### config.mk
export PLATFORM = sky130hd
export DESIGN_NAME = if_stage
export DESIGN_NICKNAME = d
export VERILOG_FILES = /design/src/rtl/if_stage_pkg.sv /design/src/rtl/if_stage_pc_reg.sv /design/src/rtl/if_stage.sv
export SDC_FILE = /design/constraint.sdc
export NUM_CORES = 1
export LEC_CHECK = 0
export BUFFER_PORTS_ARGS = -buffer_cell sky130_fd_sc_hd__buf_2
export CAP_MARGIN = 10
export CORE_ASPECT_RATIO = 1.5
export CORE_UTILIZATION = 59
export DETAILED_ROUTE_END_ITERATION = 10
export GPL_TIMING_DRIVEN = 1
export HOLD_SLACK_MARGIN = 0.06
export PLACE_DENSITY = 0.87
export SYNTH_ARGS = -nofsm -noshare
export SYNTH_HDL_FRONTEND = slang
export SYNTH_SLANG_ARGS = --single-unit
### constraint.sdc
create_clock -name clk -period 3.6 [get_ports clk]
set_input_delay 0.36 -clock clk [delete_from_list [all_inputs] [get_ports clk]]
set_output_delay 0.36 -clock clk [all_outputs]
set_load 0.02 [all_outputs]
### src/rtl/if_stage_pkg.sv
// Shared definitions for the instruction-fetch stage.
// INT0/INT1 states exist only when IF_STAGE_INT_EN is defined.
package if_stage_pkg;

  typedef enum logic [2:0] {
    BOOT0     = 3'd0,
    BOOT1     = 3'd1,
    FETCH     = 3'd2,
    FETCH_IMM = 3'd3
`ifdef IF_STAGE_INT_EN
    ,
    INT0      = 3'd4,
    INT1      = 3'd5
`endif
  } if_state_t;

  localparam logic [2:0]  IMM_CLASS      = 3'b010;
  localparam logic [31:0] RESET_VEC_ADDR = 32'd0;
  localparam logic [31:0] INT_VEC_ADDR   = 32'd2;

  // Instructions whose top three bits match IMM_CLASS carry a trailing immediate word.
  function automatic logic is_two_word(input logic [15:0] instr);
    return instr[15:13] == IMM_CLASS;
  endfunction

endpackage

### src/rtl/if_stage_pc_reg.sv
// 32-bit program counter with full load, half-word loads, increment and hold.
module pc_reg (
  input  logic        clk,
  input  logic        reset,
  input  logic        inc,
  input  logic        load,
  input  logic        load_hi,
  input  logic        load_lo,
  input  logic [31:0] load_val,
  input  logic [15:0] half_val,
  output logic [31:0] pc
);

  always_ff @(posedge clk or negedge reset) begin
    if (!reset) begin
      pc <= '0;
    end else if (load) begin
      pc <= load_val;
    end else if (load_hi) begin
      pc[31:16] <= half_val;
    end else if (load_lo) begin
      pc[15:0] <= half_val;
    end else if (inc) begin
      pc <= pc + 32'd1;
    end
  end

endmodule

### src/rtl/if_stage.sv
// Instruction fetch: boots PC from memory, assembles one/two-word instructions for IF_ID.
// Interrupt support is compiled in only when IF_STAGE_INT_EN is defined.
module if_stage
  import if_stage_pkg::*;
(
  input  logic        clk,
  input  logic        reset,
  output logic [31:0] imem_addr,
  input  logic [15:0] imem_data,
  input  logic        stall_in,
  input  logic        jmp_in,
  input  logic [31:0] jmp_addr_in,
  input  logic        INT_in,
  output logic [31:0] PC_out,
  output logic [15:0] instruction_out,
  output logic [15:0] Data_out,
  output logic        INT_out,
  output logic        valid_out
);

  if_state_t   state, next_state;
  logic [31:0] pc;
  logic        pc_inc, pc_load, pc_load_hi, pc_load_lo;
  logic [15:0] latch, latch_n;
  logic [31:0] pc_out_n;
  logic [15:0] instr_n, data_n;
  logic        int_out_q, int_out_n, valid_n;

`ifdef IF_STAGE_INT_EN
  logic int_pending, int_prev, take_int;
`else
  logic unused_int_in;
  assign unused_int_in = INT_in;
`endif

  pc_reg u_pc_reg (
    .clk      (clk),
    .reset    (reset),
    .inc      (pc_inc),
    .load     (pc_load),
    .load_hi  (pc_load_hi),
    .load_lo  (pc_load_lo),
    .load_val (jmp_addr_in),
    .half_val (imem_data),
    .pc       (pc)
  );

  always_ff @(posedge clk or negedge reset) begin
    if (!reset) begin
      state           <= BOOT0;
      latch           <= '0;
      PC_out          <= '0;
      instruction_out <= '0;
      Data_out        <= '0;
      int_out_q       <= 1'b0;
      valid_out       <= 1'b0;
    end else begin
      state           <= next_state;
      latch           <= latch_n;
      PC_out          <= pc_out_n;
      instruction_out <= instr_n;
      Data_out        <= data_n;
      int_out_q       <= int_out_n;
      valid_out       <= valid_n;
    end
  end

  assign INT_out = int_out_q;

`ifdef IF_STAGE_INT_EN
  // Edge detect keeps running under stall so a request is never lost; a new edge beats the clear.
  always_ff @(posedge clk or negedge reset) begin
    if (!reset) begin
      int_prev    <= 1'b0;
      int_pending <= 1'b0;
    end else begin
      int_prev <= INT_in;
      if (INT_in && !int_prev) begin
        int_pending <= 1'b1;
      end else if (take_int) begin
        int_pending <= 1'b0;
      end
    end
  end
`endif

  always_comb begin
    next_state = state;
    pc_inc     = 1'b0;
    pc_load    = 1'b0;
    pc_load_hi = 1'b0;
    pc_load_lo = 1'b0;
    imem_addr  = pc;
    latch_n    = latch;
    pc_out_n   = PC_out;
    instr_n    = instruction_out;
    data_n     = Data_out;
    int_out_n  = int_out_q;
    valid_n    = valid_out;
`ifdef IF_STAGE_INT_EN
    take_int   = 1'b0;
`endif

    unique case (state)
      BOOT0: begin
        imem_addr = RESET_VEC_ADDR;
        if (!stall_in) begin
          pc_load_hi = 1'b1;
          valid_n    = 1'b0;
          int_out_n  = 1'b0;
          next_state = BOOT1;
        end
      end
      BOOT1: begin
        imem_addr = RESET_VEC_ADDR + 32'd1;
        if (!stall_in) begin
          pc_load_lo = 1'b1;
          valid_n    = 1'b0;
          int_out_n  = 1'b0;
          next_state = FETCH;
        end
      end
      FETCH: begin
        if (jmp_in) begin
          pc_load    = 1'b1;
          valid_n    = 1'b0;
          int_out_n  = 1'b0;
          next_state = FETCH;
        end else if (!stall_in) begin
`ifdef IF_STAGE_INT_EN
          if (int_pending) begin
            take_int   = 1'b1;
            pc_out_n   = pc;
            instr_n    = '0;
            data_n     = '0;
            int_out_n  = 1'b1;
            valid_n    = 1'b1;
            next_state = INT0;
          end else
`endif
          if (is_two_word(imem_data)) begin
            latch_n    = imem_data;
            pc_inc     = 1'b1;
            valid_n    = 1'b0;
            int_out_n  = 1'b0;
            next_state = FETCH_IMM;
          end else begin
            pc_out_n  = pc;
            instr_n   = imem_data;
            data_n    = '0;
            int_out_n = 1'b0;
            valid_n   = 1'b1;
            pc_inc    = 1'b1;
          end
        end
      end
      FETCH_IMM: begin
        if (jmp_in) begin
          pc_load    = 1'b1;
          valid_n    = 1'b0;
          int_out_n  = 1'b0;
          next_state = FETCH;
        end else if (!stall_in) begin
          pc_out_n   = pc - 32'd1;
          instr_n    = latch;
          data_n     = imem_data;
          int_out_n  = 1'b0;
          valid_n    = 1'b1;
          pc_inc     = 1'b1;
          next_state = FETCH;
        end
      end
`ifdef IF_STAGE_INT_EN
      INT0: begin
        imem_addr = INT_VEC_ADDR;
        if (!stall_in) begin
          pc_load_hi = 1'b1;
          valid_n    = 1'b0;
          int_out_n  = 1'b0;
          next_state = INT1;
        end
      end
      INT1: begin
        imem_addr = INT_VEC_ADDR + 32'd1;
        if (!stall_in) begin
          pc_load_lo = 1'b1;
          valid_n    = 1'b0;
          int_out_n  = 1'b0;
          next_state = FETCH;
        end
      end
`endif
      default: begin
        next_state = BOOT0;
      end
    endcase
  end

endmodule

==> results of run 1 <==
-- kinds of logic (layout without fill, tap and decap cells) --
group | Yosys count | count (layout) | synth area share [%]
xor gates and xnor gates | 48 | 48 | 6.579
and+or+nand+nor | 257 | 257 | 20.46
muxes | 31 | 31 | 5.130
other | 1 | 1 | 0.05869
adders and majority gates | 2 | 2 | 0.3916
DFF | 117 | 117 | 45.82
AOI/OAI and AO/OA | 162 | 162 | 16.15
buffers and inverters | 73 | 204 | 5.404
-- cells in the mapped netlist, types with 2 or more instances --
| cell | number | share of area (%) |
|---|---|---|
| mux2_2 | 14 | 2.5 |
| nor4_2 | 4 | 0.78 |
| a21oi_1 | 13 | 1.0 |
| xnor2_1 | 35 | 4.8 |
| o21ai_1 | 7 | 0.55 |
| nand3_1 | 21 | 1.6 |
| a22o_1 | 16 | 2.2 |
| nor4_1 | 8 | 0.78 |
| nor3_1 | 23 | 1.8 |
| nor2_1 | 47 | 2.8 |
| nand4_1 | 9 | 0.88 |
| a21o_1 | 3 | 0.35 |
| buf_4 | 2 | 0.23 |
| and2_1 | 3 | 0.29 |
| or4_1 | 2 | 0.23 |
| a221o_1 | 4 | 0.63 |
| dfrtp_1 | 117 | 46 |
| o21ai_0 | 77 | 6.0 |
| or3_1 | 5 | 0.49 |
| xor2_1 | 13 | 1.8 |
| a222oi_1 | 11 | 1.7 |
| nor3_2 | 3 | 0.47 |
| o22ai_1 | 2 | 0.20 |
| mux2i_1 | 17 | 2.7 |
| nand2_1 | 85 | 5.0 |
| ha_1 | 2 | 0.39 |
| a22oi_1 | 11 | 1.3 |
| and3_1 | 5 | 0.49 |
| a221oi_1 | 2 | 0.27 |
| nor2b_1 | 25 | 2.4 |
| nand2b_1 | 5 | 0.49 |
| o21ai_2 | 2 | 0.27 |
| a31oi_1 | 3 | 0.29 |
| inv_1 | 14 | 0.82 |
| o31ai_1 | 3 | 0.35 |
| buf_2 | 8 | 0.63 |
| o211ai_1 | 5 | 0.59 |
| clkbuf_8 | 3 | 0.65 |
| clkbuf_1 | 42 | 2.5 |
-- routing by layer --
metal | global-route usage (%) | up-vias | routed length (µm)
li1 | - | 2677 | -
met1 | 42.12 | 2823 | 7001
met2 | 56.18 | 325 | 9105
met3 | 5.605 | 66 | 1401
met4 | 21.86 | 0 | 928
met5 | 0 | - | 0
-- what timing repair did --
item | CTS | global route
hold buffers | 1 | 0
resized for setup | 0 | 0
endpoints found under the hold margin | 44 | 0
-- area by class of cell --
cell class,count,area [µm²],share of cell area (%)
clock buffer,20,456.7,5.880
timing repair buffer,160,858.3,11.05
tap,144,180.2,2.320
multi-input combinational,501,3137,40.38
clock inverter,10,155.1,1.997
inverter,14,52.55,0.6765
sequential,117,2928,37.69
-- path summary, 6_finish.rpt --
| kind | slack, ns | end | cells after the start | start |
|---|---|---|---|---|
| max | 1.05 | PC_out[31] | 6 | u_pc_reg.pc[10] |
| min | 0.18 | u_pc_reg.pc[0] | 3 | jmp_addr_in[0] |
| max reg2reg | 1.05 | PC_out[31] | 6 | u_pc_reg.pc[10] |
| min reg2reg | 0.47 | latch[14] | 1 | latch[14] |
| max in group asynchronous | 2.28 | PC_out[2] | 3 | reset |
| min in group asynchronous | 0.51 | PC_out[31] | 2 | reset |
-- metrics by stage --
| stage | std cells | power, mW |
|---|---|---|
| global route | 966 | 5.119 |
| finish | 966 | 4.889 |
| global placement | 935 | 3.071 |
| CTS | 966 | 4.883 |
| floorplan | 691 | 2.713 |
| detailed placement | 935 | 3.114 |
-- cells in the final DEF (no fill, tap or decap), types with 13 or more instances in the layout --
cell	instances
a21oi_1	13
xor2_1	13
nor2_1	46
xnor2_1	35
nor3_1	21
buf_2	148
o21ai_0	77
clkbuf_16	17
mux2_2	14
mux2i_1	17
nand2_1	85
nor2b_1	25
inv_1	14
nand3_1	21
a22o_1	16
dfrtp_1	117
-- worst max-delay path, stage by stage (launching register included) --
cell and delay, ns:
dfrtp_1 0.55, nor4_2 0.53, nand4_1 0.41, or3_4 0.47, nor3_2 0.18, xnor2_1 0.19
o21ai_2 0.07
-- report_power, final --
group | internal, mW | switching (mW) | total, mW
clock | 1.18 | 0.581 | 1.76
sequential | 1.54 | 0.354 | 1.90
combinational | 0.492 | 0.738 | 1.23
==> key figures, run 1 <==
Status
  – Status: finished, final reports clean

Floorplan
  – Initial core utilization: 60.67%
  – Vert. Die Dim: between 100 and 150 µm
  – Die ar.: 11260 µm²
  – Die X-Extent: 86.97 µm
  – Rows: 46
  – Core Footprint: 10530 µm²
  – Ports: 151

Setup path
  – Worst setup SP type: register
  – Worst path required time: 3.85 ns
  – CP max FO: 11
  – Crit Path Class: register to register
  – WP data arrival: 2.80 ns
  – Crit path capture type: register

Synth
  – Mean post-synth cell area: just over 9 µm²
  – Cell variety after synth: ~60
  – Synth Warn #: 0
  – EDFF count, synth: 0
  – Synth async-reset ratio: 100.0%
  – Sequential share of the synthesized area: 45.82%
  – Synth Instances: 691
  – Mapped cell area: between 6000 and 7000 µm²
  – Top_reg_cell synth: dfrtp_1
  – Syn_nets: approximately 750
  – Register bit count reported by yosys: 117

Global route
  – Initial antenna violation count: 0
  – First-pass GRT wire length: 28750 µm
  – Largest net degree at the start of global routing: 74
  – Remaining Overflow, GRT: 0
  – GRT Total Usage: 34.37%
  – Vias in the first global route: 5574

Detailed routing
  – Vias per cell: 6.098
  – DR pass1 iterations: 6
  – DRC violations left: 0
  – Drt wl/cell: 19.09 µm
  – DRT antenna net count: 0
  – Initial DRC count: 542
  – Vias: 5891
  – WL final: 18440 µm

Final layout
  – Fillers: 789
  – Final core utilization: 73.75%
  – Layout cells sized above 1: 27.01%
  – Area Growth Syn to Fin: 21.56%
  – Fin nets: 866
  – Ant. Diodes: 0
  – Final std cell area, no fill: 7767 µm²

CTS
  – Num CTS Buffers: 17
  – Clock root cell: clkbuf_16
  – Max Buffers Root-to-Sink: 2
  – CTS clk-pin slew, worst paths: 0.06 ns
  – Worst-Skew Late Latency: 0.41 ns
  – CTS tree: done
  – H-tree levels: 4
  – Post-CTS Setup Repair Bufs: 0
  – Clock sink count: 117

STA
  – Fmax: 392.3 MHz
  – Max-slew violations: 0
  – Slew headroom: 28.81%
  – Final TNS setup: 0 ns
  – Final worst slack: between 1 and 1.5 ns
  – Clock period minus worst slack: 2.549 ns
  – Tcrit/Tclk final: a little over two thirds
  – Hold WS: 0.1833 ns
  – Post-Route Skew: 0.008465 ns
  – RSZ-0062 raised after global routing: false
  – Slew @ Worst Pin: 1.064 ns
  – Final setup vio count: 0
  – Final hold violations: 0

Place
  – Hpwl dp: around 13000 µm
  – Routability cong.: 0.9330
  – IO buf count: roughly 150
  – Placement-stage cell area: 7146 µm²
  – Pre-CTS WS: 1.125 ns

Flow run
  – Max Cap Violations: 0

Power
  – LEAKAGE: between 3 and 4 nW
  – PD cells: about 630 nW/µm²
  – Max rail drop VDD: approximately 0.00039 V

Min path
  – Worst hold path type: input port to register
Note: power is estimated with default switching activity, not from simulation.
==> inputs of run 2 (changes only) <==
Settings changed: ABC_AREA set to 1, CORE_UTILIZATION 59 to 56, PLACE_DENSITY 0.87 to 0.81.
Clock period 3.6 ns to 2.4 ns, I/O delays scaled along.
==> run 2 against run 1 <==
Compared with the run above:
- utilization shrank 4.5 points
- sequential share of layout area is 3.9 points lower
- count of clock-buffer cells in the layout down 1
- global-route usage rose by 1.1 points
- routed wire length up 21%
- area after synthesis up 13%
- critical path type unchanged
- critical endpoint is now PC_out[30]
- largest power group is now combinational cells
==> key figures, run 2 <==
Status
  – Status: finished, final reports clean

Global route
  – Vias in the first global route: 7222 (+30%)
  – First-pass GRT wire length: 35790 µm (+25%)
  – Largest net degree at the start of global routing: 45 (-39%)
  – Remaining Overflow, GRT: 0 (unchanged)
  – GRT Total Usage: 35.50% (+1.1 points)
  – Initial antenna violation count: 0 (unchanged)

Setup path
  – Slowest stage cell on the critical path: dfrtp_1
  – Worst path required time: 2.75 ns (-1.10 ns)
  – Flop-to-flop setup slack: 0.24 ns (-0.81 ns)
  – Critical path, cell by cell: inv_2 -> ha_1 -> nand4_1 -> nor2_1 -> nand3_1 -> nor2_2 -> nand3_1 -> nand2_1 -> nand3_1 -> nand2_1
  – WP data arrival: 2.52 ns (-0.28 ns)
  – Worst setup SP type: register
  – Slowest stage delay, CP: 0.44 ns (-0.11 ns)
  – CP max FO: 7 (-4)
  – CP most frequent cell: nand3_1
  – Reg-to-Reg Start: u_pc_reg.pc[0]
  – Crit Path Class: register to register
  – Crit path capture type: register
  – Worst R2R Path Depth: 10 (+4)
  – R2R Path End: PC_out[30]

STA
  – RSZ-0062 raised after global routing: false
  – Slew @ Worst Pin: 0.5721 ns (-0.4917 ns)
  – Post-Route Skew: 0.01068 ns (+0.002211 ns)
  – Final hold violations: 0 (unchanged)
  – Max-slew violations: 0 (unchanged)
  – Final worst slack: 0.2368 ns (-0.8144 ns)
  – Clock period minus worst slack: 2.163 ns (-0.3856 ns)
  – Fmax: 462.3 MHz (+18%)
  – Final setup vio count: 0 (unchanged)
  – Tcrit/Tclk final: 90.13% (+19 points)
  – Slew headroom: 61.86% (+33 points)
  – Final TNS setup: 0 ns (unchanged)

Detailed routing
  – WL final: 22320 µm (+21%)
  – Top Layer Used: met4
  – Metal2 WL: 10770 µm (+18%)
  – DR pass1 iterations: 7 (+1)
  – Vias per cell: 5.499 (-9.8%)
  – Initial DRC count: 672 (+24%)
  – Drt wl/cell: 15.96 µm (-16%)
  – DRT antenna net count: 0 (unchanged)
  – Vias: 7693 (+31%)
  – Met3 wire len: 1690 µm (+21%)
  – Wl on met1: 8684 µm (+24%)
  – DRC violations left: 0 (unchanged)

Final layout
  – Ant. Diodes: 0 (unchanged)
  – Commonest non-fill, non-tap cell in the layout: nand2_1
  – Area Growth Syn to Fin: 20.32%
  – Final core utilization: 69.21% (-4.5 points)
  – Fin nets: 1285 (+48%)
  – Layout cells sized above 1: 17.54% (-9.5 points)
  – Fillers: 1153 (+46%)
  – Most frequent cells in the layout: 371 x nand2_1, 202 x nor2_1, 148 x buf_2, 117 x dfrtp_1, 91 x inv_1

CTS
  – Post-CTS Setup Repair Bufs: 0 (unchanged)
  – Hold_buf cts: 1 (unchanged)
  – Worst-Skew Late Latency: 0.42 ns (about the same)
  – Max Buffers Root-to-Sink: 2 (unchanged)
  – CTS tree: done
  – Clock sink count: 117 (unchanged)
  – Post-cts sizing count: 0 (unchanged)
  – CTS clk-pin slew, worst paths: 0.06 ns (about the same)
  – H-tree levels: 4 (unchanged)
  – Clock root cell: clkbuf_16
  – Num CTS Buffers: 17 (unchanged)

Synth
  – Synth Instances: 1099 (+59%)
  – Cell variety after synth: 37 (-37%)
  – Sequential share of the synthesized area: 40.68% (-5.1 points)
  – Syn_nets: 1154 (+55%)
  – Post-synthesis simple-gate area fraction: 38.14% (+18 points)
  – Mapped cell area: 7197 µm² (+13%)
  – Post-synthesis compound-gate area fraction: 9.579% (-6.6 points)
  – Mean post-synth cell area: 6.549 µm² (-29%)
  – Adder-Cell Fraction of Synth Area: 0.3477% (-0.044 points)
  – Largest family of logic cells by synthesized area: simple AND/OR/NAND/NOR gates
  – EDFF count, synth: 0 (unchanged)
  – Most frequent cells after synthesis: 371 x nand2_1, 202 x nor2_1, 117 x dfrtp_1
  – Top cell type's share of synthesized area: 40.68% (-5.1 points)
  – Count leader, synth: nand2_1
  – Synth Area in XOR/XNOR: 2.312% (-4.3 points)
  – Synth async-reset ratio: 100.0% (unchanged)
  – Area leader, netlist: dfrtp_1
  – Synth Warn #: 0 (unchanged)
  – Top_reg_cell synth: dfrtp_1
  – Mux cell area share after synthesis: 0% (-5.1 points)
  – Largest cells by area after synthesis: dfrtp_1 41%, nand2_1 19%, nor2_1 11%, o21ai_0 6.1%, inv_1 4.7%
  – Register bit count reported by yosys: 117 (unchanged)

Power
  – Max rail drop VDD: 0.0008814 V (+130%)
  – LEAKAGE: 4.573 nW (+23%)
  – PD cells: 1076 nW/µm² (+71%)

Min path
  – Hold_sp: imem_data[7]
  – Hold Path Depth: 3 (unchanged)
  – Worst hold path type: input port to register
  – Hold Path End: instruction_out[7]

Place
  – Pre-CTS WS: 0.3141 ns (-0.8114 ns)
  – Hpwl dp: 16480 µm (+28%)
  – IO buf count: 149 (unchanged)
  – Routability cong.: 0.9548 (+2.3%)

Floorplan
  – Vert. Die Dim: 140.8 µm (+8.8%)
  – Rows: 50 (+8.7%)
  – Initial core utilization: 57.52% (-3.1 points)
  – Die ar.: 13320 µm² (+18%)
  – Core Footprint: 12510 µm² (+19%)
  – Ports: 151 (unchanged)
  – Die X-Extent: 94.56 µm (+8.7%)

Flow run
  – Max Cap Violations: 0 (unchanged)
run 2: logic make-up after synthesis:
| group | count (synthesis) |
|---|---|
| adders and majority gates | 2 |
| buffers and inverters | 153 |
| other | 1 |
| AOI/OAI and AO/OA | 128 |
| xor gates and xnor gates | 19 |
| and+or+nand+nor | 679 |
| DFF | 117 |
run 2: power by group:
group	switching [mW]	internal (mW)
logic	2.24	1.10
clock network	0.986	1.78
registers	0.666	2.55
total	3.90	5.43
run 2: routing by layer:
layer | GRT usage, % | vias to the layer above
met2 | 57.63 | 397
met5 | 0 | -
met1 | 44.13 | 3494
li1 | - | 3722
met3 | 6.365 | 80
met4 | 19.94 | 0
run 2: worst max-delay path by stage:
stage	startpoint	end	slack [ns]	cells past startpoint
after floorplan	u_pc_reg.pc[0]	PC_out[18]	0.74	8
after global placement	state[2]	u_pc_reg.pc[24]	0.39	8
after detailed placement	u_pc_reg.pc[0]	PC_out[30]	0.31	9
after CTS	u_pc_reg.pc[0]	PC_out[30]	0.30	9
after global routing	state[2]	u_pc_reg.pc[23]	0.08	5
final	u_pc_reg.pc[0]	PC_out[30]	0.24	10
run 2: through the flow:
stage | cell area, µm² | std cells | power, mW | hold slack, ns
floorplan | 7197 | 1099 | 5.400 | -0.05559
global placement | 8010 | 1366 | 6.444 | 0.2616
detailed placement | 8010 | 1366 | 6.501 | 0.2666
CTS | 8660 | 1399 | 9.293 | 0.08753
global route | 8660 | 1399 | 9.893 | 0.1021
finish | 8660 | 1399 | 9.322 | 0.09197
run 2: worst max-delay path: cells and delay by family (launching register included):
family        cells  cell delay [ns]
simple gates      8             1.27
flops             1             0.44
fa+ha+maj         1             0.22
buf+inv           1             0.16
run 2: layout make-up:
type | count | area [µm²] | area share, %
multi-input combinational | 829 | 3636 | 41.99
sequential | 117 | 2928 | 33.81
timing repair buffer | 165 | 883.3 | 10.20
clock buffer | 19 | 442.9 | 5.115
inverter | 100 | 377.9 | 4.364
clock inverter | 13 | 196.4 | 2.268
tap | 156 | 195.2 | 2.254
